File: src/rtl/fetch_sequencer_pkg.sv
// fetch_sequencer_pkg: shared state encoding and constants for the fetch sequencer.
package fetch_sequencer_pkg;
   typedef enum logic [2:0] {IDLE, FETCH, EXEC, UPDATE, HALT, FAULT} state_t;
   localparam logic [1:0] FC_NONE    = 2'b00;
   localparam logic [1:0] FC_BUSERR  = 2'b01;
   localparam logic [1:0] FC_TIMEOUT = 2'b10;
   localparam logic PC_SRC_SEQ = 1'b0;
   localparam logic PC_SRC_BR  = 1'b1;
endpackage

File: src/rtl/fetch_watchdog.sv
// fetch_watchdog: clear/enable counter flagging expiry in the cycle that would reach LIMIT.
module fetch_watchdog #(
   parameter int LIMIT = 16
) (
   input  logic clk,
   input  logic areset,
   input  logic clr,
   input  logic en,
   output logic expired
);
   localparam int W = $clog2(LIMIT + 1);
   logic [W-1:0] cnt;
   always_ff @(posedge clk or negedge areset)
      if (!areset) cnt <= '0;
      else if (clr) cnt <= '0;
      else if (en) cnt <= cnt + W'(1);
   assign expired = en && (cnt == W'(LIMIT - 1));
endmodule

File: src/rtl/fetch_sequencer.sv
// fetch_sequencer: multi-cycle FETCH/EXEC/UPDATE control FSM driving PC load and select.
// Define FETCH_TIMEOUT_EN to fault when a fetch waits TIMEOUT cycles without imem_ack.
module fetch_sequencer
   import fetch_sequencer_pkg::*;
#(
   parameter int CNT_W   = 32,
   parameter int TIMEOUT = 16
) (
   input  logic             clk,
   input  logic             areset,
   input  logic             start,
   input  logic             halt_req,
   input  logic             imem_ack,
   input  logic             imem_err,
   input  logic             exec_done,
   input  logic             stall,
   input  logic             branch_taken,
   output logic             imem_req,
   output logic             instr_valid,
   output logic             pc_load,
   output logic             pc_src,
   output logic             halted,
   output logic             fault,
   output logic [1:0]       fault_cause,
   output logic [CNT_W-1:0] instret
);
   state_t state, state_d;
   logic br_q;
   logic [1:0] cause_q, cause_d;
   logic expired;
`ifdef FETCH_TIMEOUT_EN
   fetch_watchdog #(.LIMIT(TIMEOUT)) u_watchdog (
      .clk     (clk),
      .areset  (areset),
      .clr     (state != FETCH),
      .en      (state == FETCH && !imem_ack),
      .expired (expired)
   );
`else
   logic timeout_unused;
   assign timeout_unused = 1'(TIMEOUT);
   assign expired = 1'b0;
`endif
   always_ff @(posedge clk or negedge areset)
      if (!areset) begin
         state   <= IDLE;
         br_q    <= PC_SRC_SEQ;
         cause_q <= FC_NONE;
         instret <= '0;
      end else begin
         state   <= state_d;
         cause_q <= cause_d;
         if (state == EXEC && exec_done && !stall) br_q <= branch_taken;
         if (state == UPDATE) instret <= instret + CNT_W'(1);
      end
   always_comb begin
      state_d = state;
      cause_d = cause_q;
      case (state)
         IDLE:   state_d = start ? FETCH : IDLE;
         FETCH:
            if (imem_ack) begin
               state_d = imem_err ? FAULT : EXEC;
               cause_d = imem_err ? FC_BUSERR : cause_q;
            end else if (expired) begin
               state_d = FAULT;
               cause_d = FC_TIMEOUT;
            end
         EXEC:   state_d = (exec_done && !stall) ? UPDATE : EXEC;
         UPDATE: state_d = halt_req ? HALT : FETCH;
         HALT:   state_d = start ? FETCH : HALT;
         FAULT:  state_d = FAULT;
         default: state_d = IDLE;
      endcase
   end
   assign imem_req    = state == FETCH;
   assign instr_valid = state == EXEC;
   assign pc_load     = state == UPDATE;
   assign pc_src      = pc_load ? br_q : PC_SRC_SEQ;
   assign halted      = state == HALT;
   assign fault       = state == FAULT;
   assign fault_cause = cause_q;
endmodule

File: config.mk
export PLATFORM = sky130hd
export DESIGN_NAME = fetch_sequencer
export DESIGN_NICKNAME = d
export VERILOG_FILES = /design/src/rtl/fetch_sequencer_pkg.sv /design/src/rtl/fetch_watchdog.sv /design/src/rtl/fetch_sequencer.sv
export SDC_FILE = /design/constraint.sdc
export NUM_CORES = 1
export LEC_CHECK = 0
export CAP_MARGIN = 5
export CORE_UTILIZATION = 40
export DETAILED_ROUTE_END_ITERATION = 8
export PLACE_DENSITY_LB_ADDON = 0.15
export SKIP_CTS_REPAIR_TIMING = 1
export SYNTH_ARGS = -nofsm -noshare
export SYNTH_HDL_FRONTEND = slang
export SYNTH_SLANG_ARGS = --single-unit
export TNS_END_PERCENT = 30
File: constraint.sdc
create_clock -name clk -period 2.63 [get_ports clk]
set_input_delay 0.263 -clock clk [delete_from_list [all_inputs] [get_ports clk]]
set_output_delay 0.263 -clock clk [all_outputs]
set_load 0.05 [all_outputs]
Yosys cells after proc, flatten, opt, wreduce, memory -nomap -nowiden
Index checks and enable logic that the tools add are counted.

operators by class
  equality and inequality tests = 6
  $add $sub $neg = 1
  mux-type cells = 8
  reduce and logical (&&, ||, !) cells = 6

operator list
  cell                   count
  $add 32x1->32 const B  1
  $pmux 3 s6             1
  $mux 3                 4
  $eq 3x2->1 const B     2
  $eq 3x3->1 const B     2
  $eq 3x1->1 const B     1
  $logic_and 1x1->1      3
  $logic_not 3->1        1
  $mux 1                 3
  $reduce_and 3->1       1
  $ne 2x2->1 const B     1
  $logic_not 1->1        1

storage, ports and cells
  output and inout port bits = 40
  logic and storage cells = 25
  bits of input ports = 9
  register bits = 37

Depth between registers and ports, before layout
Gate-level depths: netlist (run 1).

  depth in word-level cells = 4
  gate-level depth with buffers = 6

Worst setup path before layout (run 1)
No wires, ideal clock.

  path type = reg-to-reg
  start = register state[2]
  end = register cause_q[0] (netlist: fault_cause[0])
  buffers on the path = 1
  setup time = 0.069 ns
  period minus slack after synthesis = 2.129 ns
  required time = 2.561 ns
  path slack = 0.501 ns
  arrival time = 2.060 ns
  stages on the path, launching flop included = 4
  cells stage by stage = dfrtp_1 > clkbuf_1 > nor3b_1 > a31o_2

on the way
  cells in the longest elaborated chain, start to end = 2

ends and longest elaborated chain
  item                               RTL line               source
  start, declared                    fetch_sequencer.sv:27  state_t state, state_d;
  start signal, assigned             fetch_sequencer.sv:51  state <= state_d;
  $eq 3x1->1                         n/a
  via imem_req                       fetch_sequencer.sv:18  output logic imem_req,
  $reduce_and 3->1 (no source line)  n/a
  end signal, assigned               fetch_sequencer.sv:52  cause_q <= cause_d;
  end, declared                      fetch_sequencer.sv:29  logic [1:0] cause_q, cause_d;

The timed path passes the listed nets, and every way through them passes these cells.
A chain may end at the register's enable or synchronous reset.

Worst setup path after layout (run 1)
  start = register state[0]
  end = output pc_src

on the way
  cells in the longest elaborated chain, start to end = 2

ends and longest elaborated chain
  item           RTL line               source
  $eq 3x2->1     fetch_sequencer.sv:78  assign pc_load = state == UPDATE;
  $mux 1         fetch_sequencer.sv:79  assign pc_src = pc_load ? br_q : PC_SRC_SEQ;
  end, declared  fetch_sequencer.sv:21  output logic pc_src,

Every way passes these cells.

==> results of run 1 <==
## worst max-delay path by stage
stage | startpoint | to | slack [ns]
2_1_floorplan | state[2] | fault_cause[0] | 0.50
3_3_place_gp | state[0] | pc_src | 0.54
3_5_place_dp | state[0] | pc_src | 0.47
4_1_cts | state[0] | pc_src | 0.15
5_1_grt | state[0] | pc_src | 0.03
6_report | state[0] | pc_src | 0.18
## synthesized netlist by cell type, types with 2 or more instances
| cell type | count |
|---|---|
| nor4_4 | 2 |
| xor2_1 | 3 |
| nand4b_1 | 3 |
| o21ai_0 | 2 |
| dfrtp_1 | 37 |
| nand4_1 | 12 |
| nand3_1 | 11 |
| buf_2 | 2 |
| xnor2_1 | 28 |
| nor2_1 | 5 |
| mux2_2 | 2 |
| and3_1 | 4 |
| a21oi_1 | 2 |
| and4_1 | 2 |
| nor2_2 | 2 |
| buf_4 | 3 |
| nand2_1 | 14 |
| nor3b_1 | 2 |
## through the flow
stage | cells | cell area, sq um | total power [mW] | util, % | setup slack (ns)
2_1_floorplan | 158 | 1812 | 1.052 | - | 0.5011
3_3_place_gp | 251 | 2306 | 1.194 | 52.96 | 0.5364
3_5_place_dp | 251 | 2306 | 1.210 | 52.96 | 0.4726
4_1_cts | 258 | 2392 | 1.613 | 54.94 | 0.1506
5_1_grt | 258 | 2392 | 1.676 | 54.94 | 0.03474
6_report | 258 | 2392 | 1.594 | 54.94 | 0.1757
## per-layer routing
| layer | wire length (microns) | global-route usage (%) |
|---|---|---|
| met5 | 0 | 0 |
| met4 | 45 | 5.896 |
| met3 | 204 | 5.523 |
| met2 | 1823 | 27.62 |
| met1 | 1743 | 22.62 |
## cell type report
type / instances / area (sq um) / share of cell area [%]
multi-input cells: 114 / 845.8 / 35.36
repair buffers: 47 / 465.4 / 19.46
clock buffers: 7 / 86.33 / 3.609
inverters: 1 / 3.754 / 0.1569
flip-flops and latches: 37 / 925.9 / 38.70
well taps: 52 / 65.06 / 2.720
## cells by family (layout without fill, tap and decap cells)
kind of cell	Yosys count	after routing
flip-flops	37	37
adder cells (fa/ha/maj)	1	1
multiplexers	3	3
AO/OA/AOI/OAI	8	8
XOR/XNOR	31	31
buffers and inverters	7	55
AND/OR/NAND/NOR	70	70
other	1	1
## state kept, by name, summed over array words and instances (netlist names)
| signal | flops |
|---|---|
| fault_cause | 1 |
| state | 3 |
| br_q | 1 |
| instret | 32 |
## power groups by stage
stage	Clock, mW	Combinational (mW)	Sequential [mW]
2_1_floorplan	0	0.281	0.770
4_1_cts	0.411	0.482	0.720
3_5_place_dp	0	0.481	0.729
5_1_grt	0.447	0.499	0.730
6_report	0.402	0.475	0.718
3_3_place_gp	0	0.472	0.722
## worst max-delay path: cells and delay by family (launching register included)
kind | cells | cell delay, ns
buf+inv | 1 | 0.79
simple gates | 3 | 0.55
flops | 1 | 0.56
==> out/metrics.cfg, run 1 <==
[global_route]
grt_util_all_layers_pct=17.46
grt-ovfl-total=0
grt_pass1_wl_microns=6651
grt_start_max_net_pins=38
grt_pass1_vias=1394
antenna_found_initial=0

[critical_path]
critPathLaunchType=flip-flop
r2r-start=state[2]
end_kind=output pin
crit_type=flip-flop to output pin
r2r_cells=4
cp_max_fo=10
required_ns=2.37
regToRegEndpoint=instret[31]
cpPeakStageDelay_ns=0.79
crit_chain=nand2_1 -> nor2_2 -> and2_1 -> clkdlybuf4s50_1
crit_slowest_cell=clkdlybuf4s50_1
reg2reg_slack_ns=0.83
crit_arrival_ns=2.19

[sta]
rsz0062_at_grt=no
final_max_slew_viol_count=0
timing.fmax_ghz=0.4075
tightest_slew_ns=0.8098
tns_ns=0
setup_viol=0
holdWs_ns=0.06631
min_period_ns=2.454
fin_skew_ns=0.002370
slew_headroom_pct=46.02
hold_viol_final=0
fin_crit_sh_pct=93.32

[power]
p_switching_uw=581.8
combPwrFrac_pct=29.8
ir_drop_uv=510.0
cellLeakagePower_nw=1.006
power.density_mw_per_mm2=666.3
switching_share_pct=36.50
internal_power_mw=1.012
power.share.clock_pct=25.2
p_seq_share_pct=45.0

[synthesis]
synthCells=158
synth_top_family_by_area=simple AND/OR/NAND/NOR gates
synth-simple-area-share_pct=26.10
syn_area_per_cell_sq_um=11.47
synth_compound_area_share_pct=2.901
mappedNetlistNets=168
synthesis.area_sq_mm=0.001812
synthMuxAreaShare_pct=1.796
synthAdderAreaFrac_pct=0.6906
netlist.area_leader.share_pct=51.10
synth_xor_area_share_pct=14.99
synthArstFlopShare_pct=100.0
yosysSeqAreaShare_pct=51.10
synth.distinct_cells=40
synth_ff_type=dfrtp_1
yosysWarnings=0
ys_seq_elements=37
netlist_top_cells_area=dfrtp_1 51%, xnor2_1 14%, nand4_1 4.1%
synth_edf_count=0
yosys.area.top_type=dfrtp_1

[hold_path]
hold_class=primary input to async pin

[final_layout]
final_common_cell=clkdlybuf4s50_1
fillers=364
synthToLayoutAreaGrowth_pct=32.04
nNetsFinal=216
antenna_cells=0
final_cell_mix=46 x clkdlybuf4s50_1, 37 x dfrtp_1, 28 x xnor2_1
drive_gt1_share_pct=9.709

[floorplanning]
die_w_microns=69.30
io_pins=49
rows=24
die_h_microns=69.30
fp.coreArea_sq_mm=0.004354
dieArea_sq_mm=0.004802
start_util_pct=41.61

[route]
routed_wl_microns=3816
wl_per_cell_microns=14.79
vias=1348
via_per_inst=5.225
drc=0
drtIter0Drc=74
ant_nets=0
drt_pass1_iterations=4

[clock_tree]
cts_buffer_depth=2
clkLatencyLatePin_ns=0.28
cts-root-buf=clkbuf_8
path_clk_slew_ns=0.07
cts_htree_levels=2
tritoncts=done
clock_sinks=37
cts_buffers=5

[run]
cap_violations=0

[run_status]
status=finished, final reports clean

[placed_design]
dp_hpwl_microns=2690
place_congestion=0.7707
io_buffers=47

Power figures use the tool's default switching activity.
==> inputs of run 2 (changes only) <==
- RECOVER_POWER: not set -> 25
==> out/metrics.cfg, run 2 (same netlist as run 1, synthesis figures left out) <==
[floorplanning]
io_pins=49  ; unchanged
die_h_microns=69.30  ; unchanged
rows=24  ; unchanged
dieArea_sq_mm=0.004802  ; unchanged
die_w_microns=69.30  ; unchanged
start_util_pct=41.61  ; unchanged
fp.coreArea_sq_mm=0.004354  ; unchanged

[clock_tree]
cts_htree_levels=2  ; unchanged
path_clk_slew_ns=0.07  ; about the same
cts_buffer_depth=2  ; unchanged
clock_sinks=37  ; unchanged
clkLatencyLatePin_ns=0.28  ; about the same
tritoncts=done  ; unchanged
cts-root-buf=clkbuf_8  ; unchanged
cts_buffers=5  ; unchanged

[route]
drc=0  ; unchanged
vias=1347  ; was 1348
drtIter0Drc=74  ; unchanged
drt_pass1_iterations=4  ; unchanged
wl_per_cell_microns=14.78  ; was 14.79 microns
ant_nets=0  ; unchanged
via_per_inst=5.221  ; was 5.225
routed_wl_microns=3812  ; was 3816 microns

[global_route]
grt_pass1_vias=1394  ; unchanged
grt-ovfl-total=0  ; unchanged
grt_start_max_net_pins=38  ; unchanged
antenna_found_initial=0  ; unchanged
grt_util_all_layers_pct=17.46  ; unchanged
grt_pass1_wl_microns=6651  ; unchanged

[final_layout]
fillers=365  ; was 364
nNetsFinal=216  ; unchanged
reg.largest.list=instret x32, state x3  ; unchanged
final_area_sq_mm=0.002391  ; was 0.002392 sq mm
antenna_cells=0  ; unchanged
final_cell_mix=46 x clkdlybuf4s50_1, 37 x dfrtp_1, 28 x xnor2_1  ; unchanged
drive_gt1_share_pct=9.223  ; was 9.709%
max_flop_register=instret  ; unchanged
largest_reg_flops=32  ; unchanged
final_common_cell=clkdlybuf4s50_1  ; unchanged
synthToLayoutAreaGrowth_pct=31.97  ; was 32.04%

[placed_design]
place_area_sq_mm=0.002306  ; unchanged
io_buffers=47  ; unchanged
place_congestion=0.7707  ; unchanged
dp_hpwl_microns=2690  ; unchanged

[critical_path]
crit_arrival_ns=2.19  ; about the same
crit_slowest_cell=clkdlybuf4s50_1  ; unchanged
end_kind=output pin  ; unchanged
cpPeakStageDelay_ns=0.79  ; about the same
required_ns=2.37  ; about the same
crit_type=flip-flop to output pin  ; unchanged
critPathLaunchType=flip-flop  ; unchanged
cp_max_fo=10  ; unchanged
crit_chain=nand2_1 -> nor2_2 -> and2_1 -> clkdlybuf4s50_1  ; unchanged

[sta]
fin_crit_sh_pct=93.32  ; unchanged
tns_ns=0  ; unchanged
slew_headroom_pct=-28.80  ; was 46.02%
tightest_slew_ns=1.932  ; was 0.8098 ns
final_max_slew_viol_count=38  ; was 0
setup_viol=0  ; unchanged
fin_skew_ns=0.002370  ; unchanged
min_period_ns=2.454  ; unchanged
hold_viol_final=0  ; unchanged
timing.fmax_ghz=0.4075  ; unchanged
rsz0062_at_grt=no  ; unchanged

[power]
cellLeakagePower_nw=1.003  ; was 1.006 nW
ir_drop_uv=509.9  ; was 510.0 uV
power.density_mw_per_mm2=666.6  ; was 666.3 mW/mm^2

[hold_path]
hold_class=flip-flop to flip-flop  ; was primary input to async pin

[run]
cap_violations=1  ; was 0

[run_status]
violations=max-capacitance violations, max-slew violations
status=finished with violations  ; was finished, final reports clean

-- run 2: through the flow --
stage	power, mW	hold WS [ns]	setup slack (ns)	utilization [%]	std cells
2_1_floorplan	1.052	-0.03259	0.5011	-	158
3_3_place_gp	1.194	0.4045	0.5364	52.96	251
3_5_place_dp	1.210	0.4044	0.4726	52.96	251
4_1_cts	1.613	0.09777	0.1506	54.94	258
5_1_grt	1.676	0.5030	0.03474	54.91	258
6_report	1.594	0.4737	0.1757	54.91	258
-- run 2: area by class of cell --
type                            instances  area (sq um)  area share [%]
Tap cell                               52         65.06           2.721
Clock buffer                            7         86.33           3.611
Timing Repair Buffer                   47         464.2           19.41
Inverter                                1         3.754          0.1570
Multi-Input combinational cell        114         845.8           35.37
Sequential cell                        37         925.9           38.72
-- run 2: path summary, 6_finish.rpt --
kind                       cells after the start  slack (ns)      startpoint             end
min in group asynchronous                      1        0.51          areset     instret[15]
max reg2reg                                    4        0.83        state[2]     instret[31]
max in group asynchronous                      1        1.02          areset     instret[29]
max                                            4        0.18        state[0]          pc_src
min                                            1        0.47  fault_cause[0]  fault_cause[0]
min reg2reg                                    1        0.47  fault_cause[0]  fault_cause[0]
-- run 2: worst max-delay path: cells and delay by family, from the launching register on --
family / cells / cell delay, ns
buffers and inverters: 1 / 0.79
AND/OR/NAND/NOR: 3 / 0.55
flip-flops: 1 / 0.56
-- run 2: metal layers --
layer	wire length (microns)	track usage, %	share of wire (%)	vias up
met4	45	5.896	1.2	0
li1	-	-	-	650
met2	1818	27.62	48	40
met5	0	0	0	-
met3	203	5.523	5.3	6
met1	1744	22.62	46	651
-- run 2: power breakdown --
group	internal, mW	total [mW]	switching (mW)
clock	0.208	0.402	0.194
sequential	0.620	0.718	0.0974
combinational	0.184	0.474	0.291
total	1.01	1.59	0.582
